<file path="src/rtl/cfg_tile_receiver.sv">
// ---------------------------------------------------------------------------
// cfg_tile_receiver
//
// Purpose: receives a stream of configuration accesses, answers only those
// addressed to this tile, holds NUM_REGS 32-bit configuration registers,
// returns read data with a one-cycle strobe, counts accepted writes, flags
// out-of-range accesses, and reports "configuration done" once the stream
// has gone quiet for IDLE_LIMIT consecutive cycles.
//
// Ports:
//   clk_in           in   1             sole clock, rising edge
//   reset_in         in   1             asynchronous active-low reset
//   config_addr_in   in   32            [15:0] tile, [23:16] feature (unused),
//                                       [31:24] register index, 0 = idle
//   config_data_in   in   32            write data
//   config_read_in   in   1             1 = read, 0 = write
//   cfg_reg_out      out  32*NUM_REGS   register i on bits [32i+31:32i]
//   read_data_out    out  32            readback data (holds between reads)
//   read_valid_out   out  1             one-cycle strobe for read_data_out
//   config_done_out  out  1             high while the FSM is in DONE
//   write_count_out  out  16            accepted writes, saturating
//   err_out          out  1             sticky out-of-range access flag
// ---------------------------------------------------------------------------
module cfg_tile_receiver #(
  parameter logic [15:0] TILE_ID    = 16'h0015,
  parameter int          NUM_REGS   = 8,
  parameter int          IDLE_LIMIT = 4
) (
  input  logic                     clk_in,
  input  logic                     reset_in,
  input  logic [31:0]              config_addr_in,
  input  logic [31:0]              config_data_in,
  input  logic                     config_read_in,
  output logic [32*NUM_REGS-1:0]   cfg_reg_out,
  output logic [31:0]              read_data_out,
  output logic                     read_valid_out,
  output logic                     config_done_out,
  output logic [15:0]              write_count_out,
  output logic                     err_out
);

  localparam int                IDX_W      = (NUM_REGS > 1) ? $clog2(NUM_REGS) : 1;
  localparam int                IDLE_W     = $clog2(IDLE_LIMIT + 1);
  localparam logic [IDLE_W-1:0] IDLE_MAX   = IDLE_W'(IDLE_LIMIT);
  localparam logic [7:0]        NUM_REGS_B = 8'(NUM_REGS);

  typedef enum logic [1:0] {
    ST_IDLE   = 2'd0,
    ST_CONFIG = 2'd1,
    ST_DONE   = 2'd2
  } state_e;

  // Stage-1 capture of the incoming access
  logic [31:0]       s1_addr_q;
  logic [31:0]       s1_data_q;
  logic              s1_read_q;

  // Architectural state
  logic [31:0]       regs_q [NUM_REGS];
  logic [31:0]       regs_d [NUM_REGS];
  logic [31:0]       read_data_q, read_data_d;
  logic              read_valid_q, read_valid_d;
  logic [15:0]       wr_cnt_q, wr_cnt_d;
  logic              err_q, err_d;
  logic              done_q, done_d;
  state_e            state_q, state_d;
  logic [IDLE_W-1:0] idle_cnt_q, idle_cnt_d;

  // Decode of the staged access
  logic              s1_nonzero_s;
  logic              in_nonzero_s;
  logic              tile_match_s;
  logic [7:0]        idx_s;
  logic [IDX_W-1:0]  idx_sel_s;
  logic              idx_ok_s;
  logic              wr_hit_s;
  logic              rd_hit_s;
  logic              oor_s;

  // Decode the stage-1 entry into hit / out-of-range qualifiers
  always_comb begin
    s1_nonzero_s = (s1_addr_q != 32'h0000_0000);
    in_nonzero_s = (config_addr_in != 32'h0000_0000);
    tile_match_s = s1_nonzero_s && (s1_addr_q[15:0] == TILE_ID);
    idx_s        = s1_addr_q[31:24];
    idx_sel_s    = idx_s[IDX_W-1:0];
    idx_ok_s     = (idx_s < NUM_REGS_B);
    wr_hit_s     = tile_match_s && idx_ok_s && !s1_read_q;
    rd_hit_s     = tile_match_s && idx_ok_s && s1_read_q;
    oor_s        = tile_match_s && !idx_ok_s;
  end

  // Stage-1 register: samples every edge, never stalls; reset drops any staged access
  always_ff @(posedge clk_in or negedge reset_in) begin
    if (!reset_in) begin
      s1_addr_q <= 32'h0000_0000;
      s1_data_q <= 32'h0000_0000;
      s1_read_q <= 1'b0;
    end else begin
      s1_addr_q <= config_addr_in;
      s1_data_q <= config_data_in;
      s1_read_q <= config_read_in;
    end
  end

  // Next-state for register file, read port, write counter and error flag.
  // Reads use the current register contents, so a read staged one cycle
  // ahead of a write sees the old value and one staged behind sees the new.
  always_comb begin
    for (int i = 0; i < NUM_REGS; i++) begin
      if (wr_hit_s && (idx_s == 8'(i))) begin
        regs_d[i] = s1_data_q;
      end else begin
        regs_d[i] = regs_q[i];
      end
    end

    read_valid_d = rd_hit_s;
    if (rd_hit_s) begin
      read_data_d = regs_q[idx_sel_s];
    end else begin
      read_data_d = read_data_q;
    end

    if (wr_hit_s && (wr_cnt_q != 16'hFFFF)) begin
      wr_cnt_d = wr_cnt_q + 16'd1;
    end else begin
      wr_cnt_d = wr_cnt_q;
    end

    err_d = err_q | oor_s;
  end

  // Activity FSM next-state. Leaving DONE reacts to the raw input so the
  // done flag drops on the same edge the new access is staged; entering
  // DONE is held off when an access is being staged on that very edge.
  always_comb begin
    state_d = state_q;

    if (s1_nonzero_s) begin
      idle_cnt_d = {IDLE_W{1'b0}};
    end else if (idle_cnt_q != IDLE_MAX) begin
      idle_cnt_d = idle_cnt_q + IDLE_W'(1);
    end else begin
      idle_cnt_d = idle_cnt_q;
    end

    case (state_q)
      ST_IDLE: begin
        if (s1_nonzero_s) begin
          state_d = ST_CONFIG;
        end else begin
          state_d = ST_IDLE;
        end
      end
      ST_CONFIG: begin
        if (!s1_nonzero_s && (idle_cnt_d == IDLE_MAX) && !in_nonzero_s) begin
          state_d = ST_DONE;
        end else begin
          state_d = ST_CONFIG;
        end
      end
      ST_DONE: begin
        if (in_nonzero_s || s1_nonzero_s) begin
          state_d    = ST_CONFIG;
          idle_cnt_d = {IDLE_W{1'b0}};
        end else begin
          state_d = ST_DONE;
        end
      end
      default: begin
        state_d    = ST_IDLE;
        idle_cnt_d = {IDLE_W{1'b0}};
      end
    endcase

    done_d = (state_d == ST_DONE);
  end

  // State registers for the register file, outputs and FSM
  always_ff @(posedge clk_in or negedge reset_in) begin
    if (!reset_in) begin
      for (int i = 0; i < NUM_REGS; i++) begin
        regs_q[i] <= 32'h0000_0000;
      end
      read_data_q  <= 32'h0000_0000;
      read_valid_q <= 1'b0;
      wr_cnt_q     <= 16'h0000;
      err_q        <= 1'b0;
      done_q       <= 1'b0;
      state_q      <= ST_IDLE;
      idle_cnt_q   <= {IDLE_W{1'b0}};
    end else begin
      for (int i = 0; i < NUM_REGS; i++) begin
        regs_q[i] <= regs_d[i];
      end
      read_data_q  <= read_data_d;
      read_valid_q <= read_valid_d;
      wr_cnt_q     <= wr_cnt_d;
      err_q        <= err_d;
      done_q       <= done_d;
      state_q      <= state_d;
      idle_cnt_q   <= idle_cnt_d;
    end
  end

  for (genvar g = 0; g < NUM_REGS; g++) begin : g_pack
    assign cfg_reg_out[32*g +: 32] = regs_q[g];
  end

  assign read_data_out   = read_data_q;
  assign read_valid_out  = read_valid_q;
  assign config_done_out = done_q;
  assign write_count_out = wr_cnt_q;
  assign err_out         = err_q;

endmodule

</file>
<file path="config.mk">
export PLATFORM = sky130hd
export DESIGN_NAME = cfg_tile_receiver
export DESIGN_NICKNAME = d
export VERILOG_FILES = /design/src/rtl/cfg_tile_receiver.sv
export SDC_FILE = /design/constraint.sdc
export NUM_CORES = 1
export LEC_CHECK = 0
export CORE_ASPECT_RATIO = 1.5
export CORE_UTILIZATION = 50
export CTS_CLUSTER_DIAMETER = 120
export CTS_CLUSTER_SIZE = 16
export DETAILED_ROUTE_END_ITERATION = 6
export PLACE_DENSITY = 0.8
export SYNTH_ARGS = -nofsm -noshare
export SYNTH_HDL_FRONTEND = slang
export SYNTH_SLANG_ARGS = --single-unit
</file>
<file path="constraint.sdc">
create_clock -name clk_in -period 3.1 [get_ports clk_in]
set_input_delay 0.775 -clock clk_in [delete_from_list [all_inputs] [get_ports clk_in]]
set_output_delay 0.775 -clock clk_in [all_outputs]
set_load 0.005 [all_outputs]
</file>
==> metrics.md, run 1 <==
| Metric | Value |
|---|---|
| Max Cap Viol | `0` |
| Power, Total | `8500 µW` |
| Die area | `31800 µm²` |
| CP cell instances | `nor4_1 -> and4_1 -> nand3_1 -> or2_2 -> mux2_1` |
| Layout cells sized above 1 | `roughly 28%` |
| Post-detail-place hpwl | `approximately 29000 µm` |
| PortBufs | `373` |
| Most frequent cell after synthesis | `dfrtp_1` |
| NumNets Final | `between 1000 and 1500` |
| Global Route Usage Sum | `a little over a quarter` |
| First-pass GRT wire length | `about 64000 µm` |
| Final WL | `41800 µm` |
| Vias in the first global route | `around 11000` |
| Distinct cells, synth | `42` |
| Post-route clock period utilization | `roughly nine tenths` |
| Crit path DAT | `between 3000 and 4000 ps` |
| Leakage power total | `between 0.009 and 0.01 µW` |
| Pin count of the biggest net entering global routing | `79` |
| CTS Buf Count | `27` |
| Io pins | `374` |
| Slew @ Worst Pin | `959 ps` |
| Yosys top cell area share | `60.8%` |
| Synth top cells by count | `377 x dfrtp_1, 242 x mux2_2, 64 x mux4_2` |
| Via count | `~10000` |
| Yosys Warn Count | `0` |
| CTS Buffer Depth | `3` |
| CP Launch Point | `s1_addr_q[3]` |
| Clock root cell | `clkbuf_16` |
| Peak supply drop | `between 0.0004 and 0.0005 V` |
| DRC | `0` |
| Startpoint types | `register` |
| Register-to-Register Setup Slack | `~350 ps` |
| Worst skew pair latency | `between 500 and 600 ps` |
| Grt peak-use layer | `met2` |
| Avg Cell Area, Syn | `between 15 and 20 µm²` |
| Dominant synthesized flop cell | `dfrtp_1` |
| CTS tree | `yes` |
| Crit path required time | `3530 ps` |
| H-tree depth | `1` |
| Power per Cell Area | `415 nW/µm²` |
| Status | `finished clean` |
| Post-cts hold buffer count | `0` |
| Setup TNS | `0 ps` |
| WL/cell | `between 20 and 25 µm` |
| Cell taking the most area after synthesis | `dfrtp_1` |
| Cell count after synthesis | `974` |
| Worst setup path end | `cfg_reg_out[173]` |
| Met2 Use GR | `between 40% and 50%` |
| CTS clk-pin slew, worst paths | `70 ps` |
| Max_slew headroom | `36.0%` |
| DR pass1 iterations | `4` |
| Fmax achieved | `between 0.3 and 0.4 GHz` |
| Iter 0 DRT Violations | `301` |
| Antenna violations before repair | `3` |
| CTS Sinks | `377` |
| Row count | `just under 80` |
| RR Startpoint | `s1_addr_q[3]` |
| Worst setup path class | `register to register` |
| Post-cts resize count | `0` |
| Seq cells post-synth | `377` |
| Critical Path Fanout Max | `32` |
| Routed Antenna Nets | `0` |
| Worst r2r path cells | `5` |
| Met1 Track Usage GR | `a little under a third` |
| Sequential fraction of the synthesis area | `roughly 60%` |
| Fin crit period | `about 2700 ps` |
| Initial core utilization | `between 50 and 60%` |
| Syn-to-layout area delta | `31.9%` |
| Setup-failing EPs final | `0` |
| GPL Wtd Cong | `0.806` |
| Die Wd | `146 µm` |
| Syn Nets | `about 1000` |
| CP Capture Type | `register` |
| Die height | `~220 µm` |
| Number of flops mapped to enable cells by yosys | `0` |
| Endpoints failing hold | `0` |
| Unrepaired setup endpoints after global routing | `false` |
| Core footprint | `around 30000 µm²` |
| HP Class | `input port to asynchronous set/reset pin` |
| Vias/cell | `around 5.7` |
| Synthesized area | `~16000 µm²` |
| Met3 Track Usage GR | `approximately 5.6%` |
| Crit-path max cell delay | `approximately 730 ps` |
| Clock Skews | `11.5 ps` |
| Setup Buffers After CTS | `0` |
| Critical-path top delay cell | `or2_2` |
| GRT Residual Overflow | `0` |
| Synth async-reset ratio | `100%` |
| Reg-to-reg critical path endpoint | `cfg_reg_out[173]` |
| Top cells by area, synth | `dfrtp_1 61%, mux2_2 18%, mux4_2 9.3%` |
| Final slew viol count | `0` |
## report_power, final
group	leakage [µW]	internal (µW)	switching (µW)
clock	0.000341	1550	1600
sequential	0.00511	4960	78.9
combinational	0.00383	138	165
total	0.00928	6650	1850
## cell families after synthesis
family	count (synthesis)	synth area share (%)
adder cells (fa/ha/maj)	3	0.242
XOR/XNOR	14	0.790
multiplexers	354	30.1
buffers and inverters	58	1.98
AND/OR/NAND/NOR	125	4.53
flip-flops	377	60.8
AO/OA/AOI/OAI	43	1.58
## flip-flops by register name, indices dropped and copies added, names as in the netlist
name,flops
err_out,1
s1_read_q,1
read_valid_out,1
state_q,2
s1_data_q,32
config_done_out,1
idle_cnt_q,3
cfg_reg_out,256
read_data_out,32
write_count_out,16
s1_addr_q,32
## worst min path at each step
stage	startpoint	slack, ps	end	cells past startpoint
after global routing	reset_in	250	cfg_reg_out[37]	1
after CTS	reset_in	230	cfg_reg_out[37]	1
after floorplan	err_out	470	err_out	1
after global placement	err_out	450	err_out	1
final	reset_in	210	cfg_reg_out[37]	1
after detailed placement	err_out	460	err_out	1
## layer usage
metal | part of all wire, % | up-vias
met5 | 0.041 | -
met4 | 4.4 | 2
met3 | 6.2 | 83
met2 | 52 | 351
met1 | 38 | 5230
li1 | - | 4318
## cells in the final DEF (no fill, tap or decap), drive strengths merged, types with 2 or more instances in the layout
cell type,netlist,routed
nor2,9,9
xnor2,9,9
xor2,5,5
mux2,258,258
or3,4,4
nand4,13,13
mux2i,32,32
o21ai,33,33
buf,32,27
inv,4,5
nand3,8,8
nor3,8,8
a211oi,2,2
and3,6,6
nand2b,4,4
a21oi,3,3
ha,3,3
clkbuf,22,30
clkdlybuf4s50,0,372
or2,3,3
nand2,46,46
nor4,17,17
and4,2,2
diode,0,2
dfrtp,377,377
mux4,64,64
## worst max-delay path: cells and delay by family (launching register included)
family | cells | cell delay [ps]
simple gates | 4 | 1780
mux | 1 | 460
flops | 1 | 370
## cell type report
class	count	area, µm²
antenna	2	5.00
clock buffer	30	687
clock inverter	1	8.76
fill	2170	9890
inverter	4	15.0
multi-input combinational	539	5790
sequential	377	9440
tap	400	500
timing repair buffer	399	4020
## metrics by stage
stage | setup slack (ps) | cell area [µm²] | util, % | std cells | hold slack [ps]
final | 351 | 20500 | 67.4 | 1752 | 211
after global routing | 238 | 20500 | 67.4 | 1752 | 250
after CTS | 326 | 20500 | 67.4 | 1750 | 231
after detailed placement | 382 | 19800 | 65.1 | 1719 | 462
after global placement | 464 | 19800 | 65.1 | 1719 | 453
after floorplan | 779 | 15500 | - | 974 | 466
No activity file was read; power rests on OpenSTA's default activity.
==> inputs of run 2 (changes only) <==
--- a/config.mk
+++ b/config.mk
@@ -10,7 +10,7 @@
 export CTS_CLUSTER_DIAMETER = 120
 export CTS_CLUSTER_SIZE = 16
 export DETAILED_ROUTE_END_ITERATION = 6
-export PLACE_DENSITY = 0.8
+export PLACE_DENSITY = 0.84
 export SYNTH_ARGS = -nofsm -noshare
 export SYNTH_HDL_FRONTEND = slang
 export SYNTH_SLANG_ARGS = --single-unit
==> constraint.sdc (replaced) <==
create_clock -name clk_in -period 3.2 [get_ports clk_in]
set_input_delay 0.8 -clock clk_in [delete_from_list [all_inputs] [get_ports clk_in]]
set_output_delay 0.8 -clock clk_in [all_outputs]
set_load 0.005 [all_outputs]
==> run 2 against run 1 <==
Register-to-register slack improved by 70 ps. Flip-flop and latch count stayed put. Clock power fell by 4%. Design area hardly changed. Wire length increased by 1.4%. Largest power group unchanged.
==> metrics.md, run 2 (synthesis results as in run 1) <==
| Metric | Value |
|---|---|
| Antenna violations before repair | `1` |
| CP Capture Type | `register` |
| Endpoints failing hold | `0` |
| Routed Antenna Nets | `0` |
| First-pass GRT wire length | `between 60000 and 70000 µm` |
| GPL Wtd Cong | `0.854` |
| WL/cell | `24.2 µm` |
| Iter 0 DRT Violations | `roughly 460` |
| Initial core utilization | `between 50% and 60%` |
| CTS tree | `yes` |
| RR Startpoint | `s1_addr_q[29]` |
| H-tree depth | `1` |
| DR pass1 iterations | `5` |
| Post-route clock period utilization | `a little under 90%` |
| Startpoint types | `register` |
| Power, Total | `8200 µW` |
| Core footprint | `a little over 30000 µm²` |
| Largest register FFs | `about 260` |
| Die height | `between 200 and 250 µm` |
| Clock root cell | `clkbuf_16` |
| Setup-failing EPs final | `0` |
| Unrepaired setup endpoints after global routing | `false` |
| Ant diodes | `0` |
| Setup Buffers After CTS | `0` |
| NumNets Final | `around 1400` |
| Most common cell after layout, fill and taps aside | `dfrtp_1` |
| Most frequent cells in the layout | `374 x dfrtp_1, 372 x clkdlybuf4s50_1, 242 x mux2_2` |
| PortBufs | `about 370` |
| CTS Buffer Depth | `3` |
| Worst skew pair latency | `roughly 550 ps` |
| Slew @ Worst Pin | `just over 1000 ps` |
| Pin count of the biggest net entering global routing | `77` |
| Core Util, Final | `between 60% and 70%` |
| GRT Residual Overflow | `0` |
| Die Wd | `about 150 µm` |
| Fmax achieved | `0.360 GHz` |
| Critical Path Fanout Max | `32` |
| Final slew viol count | `0` |
| CTS clk-pin slew, worst paths | `~70 ps` |
| Final Cell Area | `slightly above 20000 µm²` |
| Worst setup path class | `register to register` |
| Via count | `roughly 10000` |
| Post-placement cell area | `~20000 µm²` |
| Crit path required time | `~3600 ps` |
| Die area | `31800 µm²` |
| Vias/cell | `between 5 and 6` |
| Power per Cell Area | `between 400 and 500 nW/µm²` |
| Io pins | `~370` |
| Global Route Usage Sum | `a little over a quarter` |
| Row count | `78` |
| Syn-to-layout area delta | `31.8%` |
| Clock Skews | `between 10 and 15 ps` |
| Crit path DAT | `~3200 ps` |
| Max Cap Viol | `0` |
| Vias in the first global route | `10912` |
| Max_slew headroom | `30.8%` |
| Final WL | `roughly 42000 µm` |
| Layout cells sized above 1 | `roughly 28%` |
| Post-cts resize count | `0` |
| HP Class | `input port to asynchronous set/reset pin` |
| Post-detail-place hpwl | `roughly 30000 µm` |
| Post-cts hold buffer count | `0` |
| Peak supply drop | `0.000479 V` |
| CP Launch Point | `s1_addr_q[29]` |
| Setup TNS | `0 ps` |
| Status | `finished clean` |
| DRC | `0` |
| CTS Buf Count | `27` |
| Fill count | `~2100` |
| Leakage power total | `0.00928 µW` |
| CTS Sinks | `roughly 380` |
| Fin crit period | `approximately 2800 ps` |
==> run 2: changes by cell type in the layout (fill, tap and decap cells not counted), sizes merged <==
| cell | delta |
|---|---|
| diode | -2 |
| clkbuf | -2 |
| buf | +3 |
==> run 2: layer usage <==
| layer | GRT usage [%] | part of all wire [%] |
|---|---|---|
| met1 | 31.4 | 37 |
| met2 | 47.1 | 53 |
| met3 | 4.90 | 5.6 |
| met4 | 15.3 | 5.1 |
| met5 | 0 | 0.026 |
==> run 2: area by class of cell <==
cell class / instances / area [µm²] / area share [%]
clock buffers: 28 / 679 / 3.32
clock inverters: 1 / 8.76 / 0.0428
inverters: 4 / 15.0 / 0.0734
multi-input cells: 539 / 5790 / 28.3
flip-flops and latches: 377 / 9440 / 46.2
well taps: 400 / 500 / 2.45
repair buffers: 402 / 4020 / 19.7
==> run 2: report_power, final <==
group / total [µW] / internal (µW) / switching [µW]
logic: 297 / 133 / 163
registers: 4880 / 4800 / 75.6
clock network: 3020 / 1500 / 1520
total: 8200 / 6430 / 1760
==> run 2: final timing paths <==
| path | endpoint | slack [ps] | cells past startpoint |
|---|---|---|---|
| worst min-delay path | s1_addr_q[6] | 230 | 1 |
| worst max register to register | cfg_reg_out[121] | 420 | 5 |
| max in group asynchronous | cfg_reg_out[19] | 1930 | 2 |
| min in group clk_in | read_data_out[1] | 490 | 2 |
| worst max-delay path | cfg_reg_out[121] | 420 | 5 |
| worst min register to register | read_data_out[1] | 490 | 2 |
==> run 2: through the flow <==
step	hold slack, ps	std cells	worst slack (ps)
finish	229	1751	425
global placement	458	1722	553
CTS	245	1751	431
floorplan	466	974	879
detailed placement	471	1722	458
global route	270	1751	320
==> run 2: critical path, cell delays in order (launching register included) <==
cell,delay (ps)
dfrtp_1,390
or4_4,560
nor3_2,270
nand3_1,200
or2_2,750
mux2_1,470
